## src/rtl/riscv_pkg.sv

```systemverilog
// -----------------------------------------------------------------------------
// riscv_pkg
// Shared definitions for the RISC-V front end: datapath width, canonical NOP
// encoding, default reset PC and the {pc, inst} entry that travels from fetch
// to decode.
// -----------------------------------------------------------------------------
package riscv_pkg;

  localparam int XLEN = 32;

  // addi x0, x0, 0
  localparam logic [XLEN-1:0] INST_NOP = 32'h0000_0013;

  localparam logic [XLEN-1:0] RESET_PC_DEFAULT = 32'h0000_0000;

  typedef struct packed {
    logic [XLEN-1:0] pc;
    logic [XLEN-1:0] inst;
  } fetch_entry_t;

endpackage

```

## src/rtl/fetch_fifo.sv

```systemverilog
// -----------------------------------------------------------------------------
// fetch_fifo
// Small synchronous FIFO used twice in the fetch stage: once for the PCs of
// in-flight memory requests and once for returned {pc, word} entries.
//
// Ports
//   clk, rst_n  clock, asynchronous active-low reset
//   push, din   write din at the tail (caller guarantees not full)
//   pop         drop the head entry (caller guarantees not empty)
//   flush       empty the FIFO; overrides push and pop in the same cycle
//   dout        head entry (undefined while empty)
//   count       number of valid entries, 0..DEPTH
//   full/empty  count == DEPTH / count == 0
// -----------------------------------------------------------------------------
module fetch_fifo #(
  parameter  int WIDTH = 32,
  parameter  int DEPTH = 2,
  localparam int AW    = $clog2(DEPTH),
  localparam int CW    = AW + 1
) (
  input  logic             clk,
  input  logic             rst_n,
  input  logic             push,
  input  logic [WIDTH-1:0] din,
  input  logic             pop,
  input  logic             flush,
  output logic [WIDTH-1:0] dout,
  output logic [CW-1:0]    count,
  output logic             full,
  output logic             empty
);

  logic [WIDTH-1:0] mem [DEPTH];
  logic [AW-1:0]    wr_ptr;
  logic [AW-1:0]    rd_ptr;

  // NOTE: sequential state is written with non-blocking assignments only, so
  // every register samples the values from before the clock edge.
  always_ff @(posedge clk or negedge rst_n) begin
    if (!rst_n) begin
      wr_ptr <= '0;
      rd_ptr <= '0;
      count  <= '0;
    end else if (flush) begin
      wr_ptr <= '0;
      rd_ptr <= '0;
      count  <= '0;
    end else begin
      if (push) wr_ptr <= wr_ptr + 1'b1;
      if (pop)  rd_ptr <= rd_ptr + 1'b1;
      count <= count + CW'(push) - CW'(pop);
    end
  end

  // NOTE: the storage array has no reset; validity is carried entirely by
  // count, so resetting the data would only cost flops and reset routing.
  always_ff @(posedge clk) begin
    if (push && !flush) mem[wr_ptr] <= din;
  end

  assign dout  = mem[rd_ptr];
  assign full  = (count == CW'(DEPTH));
  assign empty = (count == '0);

endmodule

```

## src/rtl/fetch_unit.sv

```systemverilog
// -----------------------------------------------------------------------------
// fetch_unit
// Instruction fetch stage. Holds the PC, issues word reads to instruction
// memory (in-order responses, variable latency), buffers returned words and
// hands {inst_pc, inst_code} to decode over valid/ready. A redirect from
// execute flushes the buffer and marks every still-outstanding response as
// stale so it is discarded on arrival.
//
// Ports
//   clk, rst_n                 clock, asynchronous active-low reset
//   imem_req/imem_addr         fetch request and word-aligned address
//   imem_ready                 memory accepts the request this cycle
//   imem_rvalid/imem_rdata     in-order response
//   redirect_valid/redirect_pc one-cycle redirect; redirect_pc[1:0] ignored
//   inst_valid/inst_code/inst_pc/inst_ready  decode handshake
// -----------------------------------------------------------------------------
module fetch_unit
  import riscv_pkg::*;
#(
  parameter logic [XLEN-1:0] RESET_PC = RESET_PC_DEFAULT,
  parameter int              DEPTH    = 2
) (
  input  logic            clk,
  input  logic            rst_n,
  output logic            imem_req,
  output logic [XLEN-1:0] imem_addr,
  input  logic            imem_ready,
  input  logic            imem_rvalid,
  input  logic [XLEN-1:0] imem_rdata,
  input  logic            redirect_valid,
  input  logic [XLEN-1:0] redirect_pc,
  output logic            inst_valid,
  output logic [XLEN-1:0] inst_code,
  output logic [XLEN-1:0] inst_pc,
  input  logic            inst_ready
);

  localparam int CW = $clog2(DEPTH) + 1;
  localparam int OW = CW + 1;

  logic [XLEN-1:0] pc;
  logic [CW-1:0]   outstanding;
  logic [CW-1:0]   drop_cnt;

  logic [XLEN-1:0] pcq_head;
  logic [CW-1:0]   pcq_count;
  logic            pcq_full;
  logic            pcq_empty;

  fetch_entry_t    buf_in;
  fetch_entry_t    buf_head;
  logic [CW-1:0]   buf_count;
  logic            buf_full;
  logic            buf_empty;

  logic            accept;
  logic            keep;
  logic            xfer;
  logic [OW-1:0]   occupancy;
  logic            credit;

  assign inst_valid = !buf_empty;

  // A redirect flushes the buffer, so nothing is handed to decode that cycle.
  assign xfer = inst_valid && inst_ready && !redirect_valid;

  // A buffer slot freed by this cycle's transfer counts as free credit; without
  // this, DEPTH = 2 could not sustain one instruction per cycle.
  assign occupancy = OW'(outstanding) + OW'(buf_count) - OW'(xfer);
  assign credit    = (occupancy < OW'(DEPTH));

  assign imem_req  = rst_n && credit && !redirect_valid;
  assign imem_addr = pc;
  assign accept    = imem_req && imem_ready;

  // A response arriving in a redirect cycle belongs to the old stream.
  assign keep = imem_rvalid && (drop_cnt == '0) && !redirect_valid;

  assign buf_in = '{pc: pcq_head, inst: imem_rdata};

  // Head storage is unreset; present zeros while empty.
  assign inst_code = inst_valid ? buf_head.inst : '0;
  assign inst_pc   = inst_valid ? buf_head.pc   : '0;

  always_ff @(posedge clk or negedge rst_n) begin
    if (!rst_n) begin
      pc          <= RESET_PC;
      outstanding <= '0;
      drop_cnt    <= '0;
    end else begin
      // accept is already 0 in a redirect cycle.
      outstanding <= outstanding + CW'(accept) - CW'(imem_rvalid);
      if (redirect_valid) begin
        pc       <= {redirect_pc[XLEN-1:2], 2'b00};
        drop_cnt <= outstanding - CW'(imem_rvalid);
      end else begin
        if (accept) pc <= pc + 32'd4;
        if (imem_rvalid && (drop_cnt != '0)) drop_cnt <= drop_cnt - 1'b1;
      end
    end
  end

  // PCs of issued requests; popped by every response, stale or not, so it is
  // never flushed by a redirect.
  fetch_fifo #(
    .WIDTH (XLEN),
    .DEPTH (DEPTH)
  ) u_pc_queue (
    .clk   (clk),
    .rst_n (rst_n),
    .push  (accept),
    .din   (pc),
    .pop   (imem_rvalid),
    .flush (1'b0),
    .dout  (pcq_head),
    .count (pcq_count),
    .full  (pcq_full),
    .empty (pcq_empty)
  );

  fetch_fifo #(
    .WIDTH ($bits(fetch_entry_t)),
    .DEPTH (DEPTH)
  ) u_inst_buf (
    .clk   (clk),
    .rst_n (rst_n),
    .push  (keep),
    .din   (buf_in),
    .pop   (xfer),
    .flush (redirect_valid),
    .dout  (buf_head),
    .count (buf_count),
    .full  (buf_full),
    .empty (buf_empty)
  );

  // Status outputs the credit scheme makes redundant here.
  logic unused_status;
  assign unused_status = &{1'b0, pcq_count, pcq_full, pcq_empty, buf_full,
                           redirect_pc[1:0]};

endmodule

```

## config.mk

```make
export PLATFORM = sky130hd
export DESIGN_NAME = fetch_unit
export DESIGN_NICKNAME = d
export VERILOG_FILES = /design/src/rtl/riscv_pkg.sv /design/src/rtl/fetch_fifo.sv /design/src/rtl/fetch_unit.sv
export SDC_FILE = /design/constraint.sdc
export NUM_CORES = 1
export LEC_CHECK = 0
export ABC_AREA = 1
export CORE_UTILIZATION = 57
export DETAILED_ROUTE_END_ITERATION = 10
export PLACE_DENSITY_LB_ADDON = 0.2
export SLEW_MARGIN = 10
export SYNTH_ARGS = -nofsm -noshare
export SYNTH_HDL_FRONTEND = slang
export SYNTH_SLANG_ARGS = --single-unit
```

## constraint.sdc

```tcl
create_clock -name clk -period 11.05 [get_ports clk]
set_input_delay 1.6575 -clock clk [delete_from_list [all_inputs] [get_ports clk]]
set_output_delay 1.6575 -clock clk [all_outputs]
set_load 0.03 [all_outputs]
```

# [Word level (Yosys, flattened, before mapping)]
# Memory sizes are Yosys's and may differ from the RTL's.
# Cells that the tools add are included.
[totals] inputBits=70 ram_bits=192 out_inout_bits=98 word_cells=57 reg_bits=42 mem_count=2
[mem_list] name="u_inst_buf.mem" words=2 width=64 read_ports=1 rd_ports_with_merged_regs=0 write_ports=1 line_no="fetch_fifo.sv:33" source="logic [WIDTH-1:0] mem [DEPTH];"
[mem_list] name="u_pc_queue.mem" words=2 width=32 read_ports=1 rd_ports_with_merged_regs=0 write_ports=1 line_no="fetch_fifo.sv:33"
[classes] n_lt_le_gt_ge=1 addsub=13 n_reduce_logical=18 muxes=15
[ops] cell="two-way mux 32 bit" n=4
[ops] cell="adder 32 x 3 -> 32 bit (second input constant)" n=1
[ops] cell="nonzero test 2 bit" n=5
[ops] cell="logical AND 1 bit" n=9
[ops] cell="two-way mux 1 bit" n=8
[ops] cell="two-way mux 2 bit" n=3
[ops] cell="subtractor 2 x 1 -> 2 bit" n=3
[ops] cell="adder 1 bit (second input constant)" n=4
[ops] cell="adder 2 x 1 -> 2 bit" n=2
[ops] cell="logical NOT 2 bit" n=2
[ops] cell="adder 2 x 2 -> 3 bit" n=1
[ops] cell="less-than comparator 3 x 2 -> 1 bit (second input constant)" n=1
[ops] cell="subtractor 3 x 1 -> 3 bit" n=1
[ops] cell="logical NOT 1 bit" n=2
[ops] cell="subtractor 2 x 1 -> 2 bit (second input constant)" n=1

# [Depth between registers and ports, before layout]
[depth] word_depth=11 depth_mapped=15 mapped_depth_nobuf=14

# [Cells and area by module]
# From an unflattened synthesis, not the netlist that was laid out.
[hier_totals] hier_cells=910 area_unflattened_um2=10805.4
[modules_own_cells] mod="fetch_fifo (u_inst_buf)" cells_each=228 seq_area_each_um2=3943.8 area_per_inst_um2=4993.5 n_inst=1
[modules_own_cells] mod="fetch_unit" cells_each=553 seq_area_each_um2=850.8 area_per_inst_um2=3133.0 n_inst=1
[modules_own_cells] mod="fetch_fifo (u_pc_queue)" cells_each=129 seq_area_each_um2=2021.9 area_per_inst_um2=2678.8 n_inst=1

# [Least setup slack after synthesis]
# Ideal clock, no wire load.
[synth_timing] path_type="in2reg" from="input port redirect_valid" to="memory u_inst_buf.mem[1][0] in the netlist's numbering, enable pin" path_slack_ps=5724 required_time_ps=10567 arrival_ps=4844 cell_stages=6 setup_ps=483 n_path_buf=3 cell_sequence="buf_6 -> inv_2 -> buf_2 -> buf_2 -> nand2_1 -> nor2_1"
[synth_between] elab_chain_len=5
[synth_lines] element="start: declaration" line_no="fetch_unit.sv:30" source="input logic redirect_valid,"
[synth_lines] element="logical NOT 1 bit *" line_no="fetch_fifo.sv:58, fetch_unit.sv:77"
[synth_lines] element="logical AND 1 bit" line_no="fetch_unit.sv:77" source="assign keep = imem_rvalid && (drop_cnt == '0) && !redirect_valid;"
[synth_lines] element="logical AND 1 bit *" line_no="fetch_fifo.sv:58" source="if (push && !flush) mem[wr_ptr] <= din;"
[synth_lines] element="two-way mux 1 bit *" line_no="fetch_fifo.sv:58"
[synth_lines] element="two-way mux 1 bit (not written as such) *" line_no="fetch_fifo.sv:58"
[synth_lines] element="end: declaration" line_no="fetch_fifo.sv:33"
# Every way passes the cells marked *; elsewhere a longest branch is shown, timed or not.

# [Worst setup path after layout]
[layout_timing] from="input port redirect_valid" to="output port imem_req"
[layout_between] elab_chain_len=6
[layout_lines] element="logical NOT 1 bit *" line_no="fetch_unit.sv:65, fetch_unit.sv:72"
[layout_lines] element="logical AND 1 bit" line_no="fetch_unit.sv:65" source="assign xfer = inst_valid && inst_ready && !redirect_valid;"
[layout_lines] element="subtractor 3 x 1 -> 3 bit" line_no="fetch_unit.sv:69" source="assign occupancy = OW'(outstanding) + OW'(buf_count) - OW'(xfer);"
[layout_lines] element="less-than comparator 3 x 2 -> 1 bit" line_no="fetch_unit.sv:70" source="assign credit = (occupancy < OW'(DEPTH));"
[layout_lines] element="logical AND 1 bit" line_no="fetch_unit.sv:72" source="assign imem_req = rst_n && credit && !redirect_valid;"
[layout_lines] element="logical AND 1 bit *" line_no="fetch_unit.sv:72"
[layout_lines] element="end: declaration" line_no="fetch_unit.sv:25" source="output logic imem_req,"
# Marked as above.

==> results_dict.tcl <==
set metrics [dict create \
    ys_top_cells_by_count "sky130_fd_sc_hd__nand2_1, sky130_fd_sc_hd__edfxtp_1, sky130_fd_sc_hd__nand3_1" \
    worst_skew_pair.late_latency_ps 500 \
    drc 0 \
    grt_pass1_wl_mm 31.7 \
    synth_top_area_share_pct 57.3 \
    core.rowCount 47 \
    hold_path_end "u_pc_queue.rd_ptr" \
    grt_pass1_vias 6294 \
    syn2layout_area_growth_pct 26.6 \
    grt_util_all_layers_pct 23.0 \
    synth.ff_latch_count 224 \
    rr_worst_depth 12 \
    drtPass1Iterations 6 \
    die-width_um 132 \
    rsz0062_at_grt "false" \
    post_route_cells_drive_above_1_share_pct 9.38 \
    postSynth.asyncResetShare_pct 17.9 \
    final_hold_viol_count 0 \
    regToRegSetupSlack_ps 7840 \
    number_of_hold_buffers_added_after_cts 0 \
    slew_worst_pin_ps 852 \
    outcome "complete, no violations" \
    mappedNetlistArea_um2 9650 \
    final_period_minus_worst_setup_slack_ps 6060 \
    critical_path_buf_inv_count 4 \
    total_power_mw 2.60 \
    via_per_inst 5.25 \
    final.setup.tns_ps 0 \
    maxCapViolCount 0 \
    crit_path_cell_trace "clkdlybuf4s50_1 > buf_4 > nor2_1 > ha_1 > inv_1 > nand2_1 > fa_1 > nand3_1 > nor2_1 > clkdlybuf4s50_1" \
    hold_slack_ps 469 \
    critical_path.startpoint_type "input pin" \
    relSlewSlack_pct 43.2 \
    cp_data_arrival_time_ps 4400 \
    io_pins 168 \
    finalWeightedCongestion 0.816 \
    netlist_instances 867 \
    initial_core_util_pct 58.4 \
    fmaxAchievable_mhz 165 \
    number_of_failing_setup_endpoints_in_the_final_timing_report 0 \
    crit_path_top_delay_cell "sky130_fd_sc_hd__clkdlybuf4s50_1" \
    maximum_clock_insertion_buffer_count 3 \
    post-synth-top-area-cell "sky130_fd_sc_hd__edfxtp_1" \
    drt-total-wl_mm 19.9 \
    critical_hold_path_startpoint "u_pc_queue.rd_ptr" \
    numClockSinks 224 \
    detailedPlacementHpwl_mm 12.2 \
    finClkSkew_ps 11.1 \
    synth_seq_area_share_pct 67.7 \
    period_utilisation_layout_pct 54.8 \
    largest_net_degree_at_the_start_of_global_routing 64 \
    cell_family_contributing_the_most_delay_on_the_critical_path "buffers and inverters" \
    route.vias.total 6636 \
    yosys.cell_count.top_type "sky130_fd_sc_hd__nand2_1" \
    placed_area_um2 11400 \
    worst_path_largest_cell_delay_ps 670 \
    leakage_nw 4.61 \
    power-per-cell-area_nw_per_um2 213 \
    overflow 0 \
    peakVddDrop_mv 0.136 \
    hp-class "reg2reg" \
    postLayoutCoreUtil_pct 73.9 \
    height_of_the_chip_um 132 \
    synth.lib_cells_used.distinct 28 \
    cts_root_buf "sky130_fd_sc_hd__clkbuf_16" \
    timing.rr.start "u_inst_buf.count[1]" \
    post_synth.cell_area_avg_um2 11.1 \
    routed_wire_length_per_instance_um 15.7 \
    final_cell_area_um2 12200 \
    clock_tree_from_tritoncts "done" \
    critical_path.endpoint_type "output port" \
    layout.nets 1108 \
    slew_violations 0 \
    initial_antenna_violation_count 0 \
    cts.reportedPaths.clkPinSlew_ps 60 \
    synth_top_cells_by_area "sky130_fd_sc_hd__edfxtp_1, sky130_fd_sc_hd__nand2_1, sky130_fd_sc_hd__dfrtp_1" \
    critical_path.max_fanout 36 \
    tritoncts.num_buffers 23 \
    postSynth.topFlopCell "sky130_fd_sc_hd__edfxtp_1" \
    ys.warnings.count 0 \
    post_cts_repair_timing_setup_buffer_count 0 \
    antenna_cells_inserted 0 \
    io_buffer_count 161 \
    cts_htree_levels 1 \
    critical_path_class "in2out" \
    hold_depth 1 \
    drt_first_iter_violations 420 \
    ctsResizeCount 0 \
    die_area_um2 17400 \
    cp.required_ps 9390 \
    core_region_area_um2 16500 \
    antenna_violating_nets_left 0 \
    number_of_flops_mapped_to_enable_cells_by_yosys 184 \
    r2r-end "u_pc_queue.mem[0][9]" \
]
state kept, by name, summed over array words and instances, names as in the netlist:
name / flops
u_inst_buf.mem: 124
u_pc_queue.mem: 60
imem_addr: 30
drop_cnt: 2
outstanding: 2
u_inst_buf.count: 2
u_inst_buf.rd_ptr: 1
u_inst_buf.wr_ptr: 1
u_pc_queue.rd_ptr: 1
u_pc_queue.wr_ptr: 1
layout by cell type (no fill, tap or decap), types with 3 or more instances in the layout:
master and instances:
sky130_fd_sc_hd__nand2_1 288, sky130_fd_sc_hd__edfxtp_1 184, sky130_fd_sc_hd__clkdlybuf4s50_1 160, sky130_fd_sc_hd__nand3_1 74, sky130_fd_sc_hd__a21oi_1 65, sky130_fd_sc_hd__inv_1 51
sky130_fd_sc_hd__dfrtp_1 39, sky130_fd_sc_hd__nor2_1 38, sky130_fd_sc_hd__mux2_2 30, sky130_fd_sc_hd__clkbuf_16 23, sky130_fd_sc_hd__buf_4 10, sky130_fd_sc_hd__nor2_2 8
sky130_fd_sc_hd__ha_1 8, sky130_fd_sc_hd__xnor2_1 7, sky130_fd_sc_hd__o21bai_1 7, sky130_fd_sc_hd__xor2_1 6, sky130_fd_sc_hd__o21ai_0 6, sky130_fd_sc_hd__clkbuf_1 5
sky130_fd_sc_hd__nor2_4 4, sky130_fd_sc_hd__conb_1 4, sky130_fd_sc_hd__inv_2 3, sky130_fd_sc_hd__nand2_2 3, sky130_fd_sc_hd__bufinv_16 3, sky130_fd_sc_hd__clkbuf_8 3
report_power, final:
group,leakage (nW),total (mW),switching (mW),internal [mW]
Combinational,2.09,0.725,0.445,0.280
Sequential,2.15,1.10,0.0708,1.03
Clock,0.373,0.770,0.296,0.474
metrics by stage:
stage          setup WS, ps  std cells
5_1_grt                4830       1265
4_1_cts                4990       1265
3_5_place_dp           5000       1224
2_1_floorplan          5720        870
6_report               4990       1265
3_3_place_gp           5030       1224
cell families (layout without fill, tap and decap cells):
family / Yosys count / after routing / share of synthesized area, %
flip-flops: 224 / 224 / 67.7
multiplexers: 30 / 30 / 3.50
XOR/XNOR: 13 / 13 / 1.18
adder cells (fa/ha/maj): 9 / 9 / 1.25
other: 1 / 4 / 0.0389
AND/OR/NAND/NOR: 420 / 420 / 17.9
AO/OA/AOI/OAI: 78 / 78 / 4.23
buffers and inverters: 92 / 267 / 4.23
worst max-delay path by stage:
stage / startpoint / to / slack (ps) / depth (start not counted)
floorplan: redirect_valid / u_inst_buf.mem[1][0] / 5720 / 6
CTS: redirect_valid / imem_req / 4990 / 10
detailed placement: redirect_valid / imem_req / 5000 / 10
global route: redirect_valid / imem_req / 4830 / 10
finish: redirect_valid / imem_req / 4990 / 10
global placement: redirect_valid / imem_req / 5030 / 10
layer usage:
layer	share of wire, %	GRT usage [%]
met1	43	31.8
met2	48	38.3
met3	6.8	3.38
met4	1.7	6.52
met5	0	0
cell type report:
| cell class | count | area, um2 |
|---|---|---|
| clock buffers | 31 | 636 |
| clock inverters | 10 | 133 |
| fillers | 1086 | 4310 |
| inverters | 55 | 211 |
| multi-input cells | 554 | 2750 |
| flip-flops and latches | 224 | 6530 |
| well taps | 220 | 275 |
| repair buffers | 171 | 1680 |
Power figures use the tool's default switching activity.
